**src/rtl/dmem_responder_if.sv**
```systemverilog
// Load/store bus between the CPU memory stage and the data-memory responder.
interface dmem_responder_if;
   logic        req_i;
   logic        we_i;
   logic [31:0] addr_i;
   logic [31:0] wdata_i;
   logic        ready_o;
   logic        ack_o;
   logic [31:0] rdata_o;
   logic        err_o;

   modport master (
      output req_i, we_i, addr_i, wdata_i,
      input  ready_o, ack_o, rdata_o, err_o
   );

   modport slave (
      input  req_i, we_i, addr_i, wdata_i,
      output ready_o, ack_o, rdata_o, err_o
   );
endinterface

```
**src/rtl/dmem_responder.sv**
```systemverilog
// Multi-cycle data-memory responder with a LATENCY-cycle access time and a one-cycle ack.
// Optional DMEM_ERROR_EN: flags misaligned or out-of-range addresses on err_o.
module dmem_responder #(
   parameter int unsigned DEPTH   = 32,
   parameter int unsigned LATENCY = 3
) (
   input logic              clk_i,
   input logic              rst_i,
   dmem_responder_if.slave  bus
);
   localparam int unsigned ADDR_W = $clog2(DEPTH);

   typedef enum logic [1:0] {StIdle, StWait, StResp} state_e;

   state_e              r_state, w_state_next;
   logic [3:0]          r_cnt, w_cnt_next;
   logic                r_we;
   logic [ADDR_W-1:0]   r_idx;
   logic [31:0]         r_wdata;
   logic                r_err_req;
   logic [31:0]         r_rdata;
   logic [31:0]         r_mem [DEPTH];

   logic                w_accept;
   logic                w_commit;
   logic                w_in_err;
   logic [ADDR_W-1:0]   w_in_idx;
   logic                w_op_we;
   logic                w_op_err;
   logic [ADDR_W-1:0]   w_op_idx;
   logic [31:0]         w_op_wdata;

   assign bus.ready_o = (r_state != StWait);
   assign bus.ack_o   = (r_state == StResp);
   assign bus.rdata_o = r_rdata;
   assign w_accept    = bus.req_i & bus.ready_o;
   assign w_in_idx    = bus.addr_i[ADDR_W+1:2];

`ifdef DMEM_ERROR_EN
   logic r_err;
   assign w_in_err  = (bus.addr_i[1:0] != 2'b00) || ((bus.addr_i >> (ADDR_W + 2)) != 32'd0);
   assign bus.err_o = r_err;
`else
   assign w_in_err  = 1'b0;
   assign bus.err_o = 1'b0;
`endif

   // With LATENCY = 1 the accept edge is also the commit edge, so use the live inputs.
   assign w_op_we    = w_accept ? bus.we_i    : r_we;
   assign w_op_idx   = w_accept ? w_in_idx    : r_idx;
   assign w_op_wdata = w_accept ? bus.wdata_i : r_wdata;
   assign w_op_err   = w_accept ? w_in_err    : r_err_req;
   assign w_commit   = rst_i && (w_state_next == StResp);

   always_comb begin
      w_state_next = r_state;
      w_cnt_next   = r_cnt;
      unique case (r_state)
         StIdle, StResp: begin
            if (w_accept) begin
               if (LATENCY == 1) begin
                  w_state_next = StResp;
               end else begin
                  w_state_next = StWait;
                  w_cnt_next   = 4'(LATENCY - 1);
               end
            end else begin
               w_state_next = StIdle;
            end
         end
         StWait: begin
            w_cnt_next = r_cnt - 4'd1;
            if (r_cnt == 4'd1) w_state_next = StResp;
         end
         default: w_state_next = StIdle;
      endcase
   end

   always_ff @(posedge clk_i or negedge rst_i) begin
      if (!rst_i) begin
         r_state   <= StIdle;
         r_cnt     <= 4'd0;
         r_we      <= 1'b0;
         r_idx     <= '0;
         r_wdata   <= 32'd0;
         r_err_req <= 1'b0;
         r_rdata   <= 32'd0;
      end else begin
         r_state <= w_state_next;
         r_cnt   <= w_cnt_next;
         if (w_accept) begin
            r_we      <= bus.we_i;
            r_idx     <= w_in_idx;
            r_wdata   <= bus.wdata_i;
            r_err_req <= w_in_err;
         end
         if (w_commit) begin
            r_rdata <= (!w_op_we && !w_op_err) ? r_mem[w_op_idx] : 32'd0;
         end
      end
   end

`ifdef DMEM_ERROR_EN
   always_ff @(posedge clk_i or negedge rst_i) begin
      if (!rst_i)        r_err <= 1'b0;
      else if (w_commit) r_err <= w_op_err;
   end
`endif

   // Array is deliberately not reset; commit is gated by rst_i so an aborted store never lands.
   always_ff @(posedge clk_i) begin
      if (w_commit && w_op_we && !w_op_err) r_mem[w_op_idx] <= w_op_wdata;
   end
endmodule

```
**src/flat_wrapper.sv**
```systemverilog
// flat-port wrapper written by rule: the top's interface ports become plain ports
module dmem_responder_flat 
#(
   parameter int unsigned DEPTH   = 32,
   parameter int unsigned LATENCY = 3
)
  (clk_i, rst_i, bus_req_i, bus_we_i, bus_addr_i, bus_wdata_i, bus_ready_o, bus_ack_o, bus_rdata_o, bus_err_o);
  dmem_responder_if bus_i ();
  input logic clk_i;
  input logic rst_i;
  input wire logic [$bits(bus_i.req_i)-1:0] bus_req_i;
  input wire logic [$bits(bus_i.we_i)-1:0] bus_we_i;
  input wire logic [$bits(bus_i.addr_i)-1:0] bus_addr_i;
  input wire logic [$bits(bus_i.wdata_i)-1:0] bus_wdata_i;
  output wire logic [$bits(bus_i.ready_o)-1:0] bus_ready_o;
  output wire logic [$bits(bus_i.ack_o)-1:0] bus_ack_o;
  output wire logic [$bits(bus_i.rdata_o)-1:0] bus_rdata_o;
  output wire logic [$bits(bus_i.err_o)-1:0] bus_err_o;
  assign bus_i.req_i = bus_req_i;
  assign bus_i.we_i = bus_we_i;
  assign bus_i.addr_i = bus_addr_i;
  assign bus_i.wdata_i = bus_wdata_i;
  assign bus_ready_o = bus_i.ready_o;
  assign bus_ack_o = bus_i.ack_o;
  assign bus_rdata_o = bus_i.rdata_o;
  assign bus_err_o = bus_i.err_o;
  dmem_responder #(.DEPTH(DEPTH), .LATENCY(LATENCY)) u_core (.clk_i(clk_i), .rst_i(rst_i), .bus(bus_i));
endmodule
```
**config.mk**
```make
export PLATFORM = sky130hd
export DESIGN_NAME = dmem_responder_flat
export DESIGN_NICKNAME = d
export VERILOG_FILES = /design/src/rtl/dmem_responder_if.sv /design/src/rtl/dmem_responder.sv /design/src/flat_wrapper.sv
export SDC_FILE = /design/constraint.sdc
export NUM_CORES = 1
export LEC_CHECK = 0
export ABC_AREA = 1
export CORE_MARGIN = 4
export CORE_UTILIZATION = 32
export CTS_CLUSTER_DIAMETER = 30
export CTS_CLUSTER_SIZE = 24
export DETAILED_ROUTE_END_ITERATION = 16
export SLEW_MARGIN = 20
export SYNTH_ARGS = -nofsm -noshare
export SYNTH_HDL_FRONTEND = slang
export SYNTH_SLANG_ARGS = --single-unit
```
**constraint.sdc**
```tcl
create_clock -name clk_i -period 7.3 [get_ports clk_i]
set_input_delay 1.825 -clock clk_i [delete_from_list [all_inputs] [get_ports clk_i]]
set_output_delay 1.825 -clock clk_i [all_outputs]
set_load 0.02 [all_outputs]
```
==> results.json <==
{
  "drc": 0,
  "grt_pass1_vias": 29536,
  "grt_pass1_wl_um": 187000,
  "outcome": "completed",
  "multi_input_area_sq_um": 11100,
  "cp-start-kind": "input pin",
  "hold_buffers": 0,
  "worstReg2RegEnd": "u_core.r_mem[2][9]",
  "relSlewSlack_pct": 25.8,
  "dieArea_sq_um": 152000,
  "pwr-share-seq_pct": 32.7,
  "synth_nets": 4643,
  "max_slew.worst_pin.slew_ns": 1.11,
  "power_leakage_nw": 24.2,
  "finalNetCount": 4798,
  "async_flop_share_pct": 6.99,
  "portBuffers": 74,
  "clk_pin_slew_worst_paths_ns": 0.05,
  "holdPathStages": 2,
  "h-tree-depth": 4,
  "floorplan.io_pins": 103,
  "clk_path_buf_depth": 3,
  "yosysTopAreaCell": "edfxtp_1",
  "synthTopCellsByArea": "edfxtp_1 66%, nand2_1 15%, inv_1 4.4%",
  "ctsResizeCount": 0,
  "critical_path_arrival_ns": 5.48,
  "crit_path_end_kind": "register",
  "r2r_start": "u_core.r_state[0]",
  "fin_crit_sh_pct": 69.3,
  "ys_seq_area_share_pct": 70.2,
  "clock_skew_ns": 0.0447,
  "placed_area_sq_um": 49700,
  "viasPerCell": 4.56,
  "die_y_um": 389,
  "drv_cap": 0,
  "ant_nets": 0,
  "gr-total-overflow": 0,
  "synth_edf_count": 1024,
  "setup_viol": 0,
  "synth-seq-cells": 1101,
  "switchingPower_mw": 8.68,
  "regArea_sq_um": 32700,
  "clock_power_share_pct": 40.8,
  "rr_worst_depth": 11,
  "place_congestion": 0.779,
  "synthFlopType": "edfxtp_1",
  "synth_top_area_share_pct": 66.1,
  "hold_viol_final": 0,
  "critPathKind": "in2reg",
  "irDropWorstVdd_v": 0.000361,
  "slew_violations": 0,
  "place_hpwl_um": 67900,
  "combPwrFrac_pct": 26.5,
  "areaGrowthSynthToFinish_pct": 23.5,
  "pre_cts_ws_ns": 1.47,
  "worstHoldStart": "u_core.bus.rdata_o[17]",
  "num_vias": 31118,
  "clkSinkCount": 1101,
  "cts_setup_buffers": 0,
  "hold_path.class": "reg2reg",
  "yosys_warnings": 0,
  "rows": 139,
  "holdPathEnd": "u_core.bus.rdata_o[17]",
  "start_util_pct": 32.3,
  "max_clock_freq_mhz": 198,
  "drive_gt1_share_pct": 10.8,
  "synth_area_per_cell_sq_um": 10.2,
  "grt_use_total_pct": 16.4,
  "grt_max_degree": 170,
  "clk_latency_ns": 0.82,
  "fillerInstances": 13615,
  "grt_antenna_before_repair": 4,
  "crit_required_ns": 7.72,
  "path_max_fanout": 46,
  "synth_cell_type_count": 28,
  "synth_common_cells": "1,874 x nand2_1, 1,024 x edfxtp_1, 546 x inv_1, 427 x nor2_1, 162 x o21ai_1",
  "stdcell_count": 6820,
  "dr.pass1.iters": 5,
  "fin_ws_ns": 2.24,
  "coreArea_sq_um": 144000,
  "synth_area_sq_um": 46500,
  "synth.most_common_cell": "nand2_1",
  "syn_inst": 4573,
  "min_period_ns": 5.06,
  "die_w_um": 389,
  "final_area_sq_um": 57500,
  "rsz0062_at_grt": "false",
  "antenna_cells": 0,
  "cts_tree": "yes",
  "internal_power_mw": 16.5,
  "tns_ns": 0,
  "reg2reg_slack_ns": 3.38,
  "drt-total-wl_um": 126000,
  "p_per_area_nw_per_um2": 438,
  "swShare_pct": 34.5,
  "dp.cells": 6418,
  "cts_made_buffers": 211,
  "routedWlPerCell_um": 18.5,
  "drt_iter0_markers": 2899,
  "root_buffer": "clkbuf_16"
}
==> logic make-up (layout without fill, tap and decap cells) <==
group	Yosys count	count (layout)	share of synthesized area, %
other cells	1	1	0.00806
fa+ha+maj	2	2	0.0538
xor+xnor	1	1	0.0188
buf+inv	761	1105	6.62
flops	1101	1101	70.2
compound gates	337	337	3.66
simple gates	2370	2370	19.4
==> area by class of cell <==
type	instances	area share [%]
clock buffer	228	9.42
clock inverter	174	3.97
inverter	555	3.64
multi-input combinational	2711	19.4
sequential	1101	56.8
tap	1903	4.14
timing repair buffer	148	2.62
==> power groups by stage <==
| stage | registers, mW | logic, mW | clock network, mW |
|---|---|---|---|
| 2_1_floorplan | 8.40 | 4.33 | 0 |
| 3_3_place_gp | 8.37 | 6.58 | 0 |
| 3_5_place_dp | 8.37 | 6.66 | 0 |
| 4_1_cts | 8.26 | 6.70 | 10.4 |
| 5_1_grt | 8.25 | 7.45 | 10.7 |
| 6_report | 8.23 | 6.67 | 10.3 |
==> state kept, by name, summed over array words and instances (netlist names) <==
| name | flops |
|---|---|
| u_core.r_mem | 1024 |
| u_core.bus.rdata_o | 32 |
| u_core.r_wdata | 32 |
| u_core.r_idx | 5 |
| u_core.r_cnt | 4 |
| u_core.r_state | 2 |
| u_core.r_err_req | 1 |
| u_core.r_we | 1 |
==> per-stage QoR <==
stage          utilization (%)  hold slack, ns  total power, mW
4_1_cts                   39.9           0.478             25.4
2_1_floorplan                -           0.441             12.7
6_report                  39.9           0.477             25.2
3_5_place_dp              34.5           0.467             15.0
3_3_place_gp              34.5           0.457             15.0
5_1_grt                   39.9           0.491             26.4
==> layout by cell type, fill, tap and decap left out, drive strengths merged, types with 2 or more instances in the layout <==
cell,netlist,final
bufinv,0,39
nor2,428,428
inv,555,581
nor3,3,3
clkinvlp,0,32
clkdlybuf4s50,0,73
buf,144,75
o21ai,311,311
clkinv,0,77
clkbuf,62,228
nand3,59,59
nand2,1879,1879
dfrtp,77,77
edfxtp,1024,1024
ha,2,2
a21oi,25,25
==> critical path, stage by stage <==
cell and delay (ns):
clkdlybuf4s50_1 0.64, nand2_8 0.30, inv_2 0.41, nor2_1 0.10
nor2_1 0.12, inv_1 0.08, nor2_1 0.48, nand3_1 0.13
buf_4 0.25, nor2_4 0.54, buf_4 0.55
==> how the worst max path moves through the flow <==
stage                             start              endpoint  cells past startpoint
after floorplan           bus_addr_i[2]    u_core.r_mem[0][0]                      7
after global placement        bus_req_i   u_core.r_mem[18][2]                     11
after detailed placement      bus_req_i   u_core.r_mem[18][2]                     11
after CTS                     bus_req_i  u_core.r_mem[18][18]                     11
after global routing          bus_req_i   u_core.r_mem[2][28]                     11
final                         bus_req_i    u_core.r_mem[2][9]                     11
==> routing by layer <==
layer | track usage, % | wire, um | part of all wire [%]
met3 | 3.07 | 8840 | 7.0
met4 | 5.39 | 2920 | 2.3
met1 | 22.2 | 55400 | 44
met5 | 0 | 9 | 0.0071
met2 | 26.5 | 58800 | 47
Power figures use the tool's default switching activity.
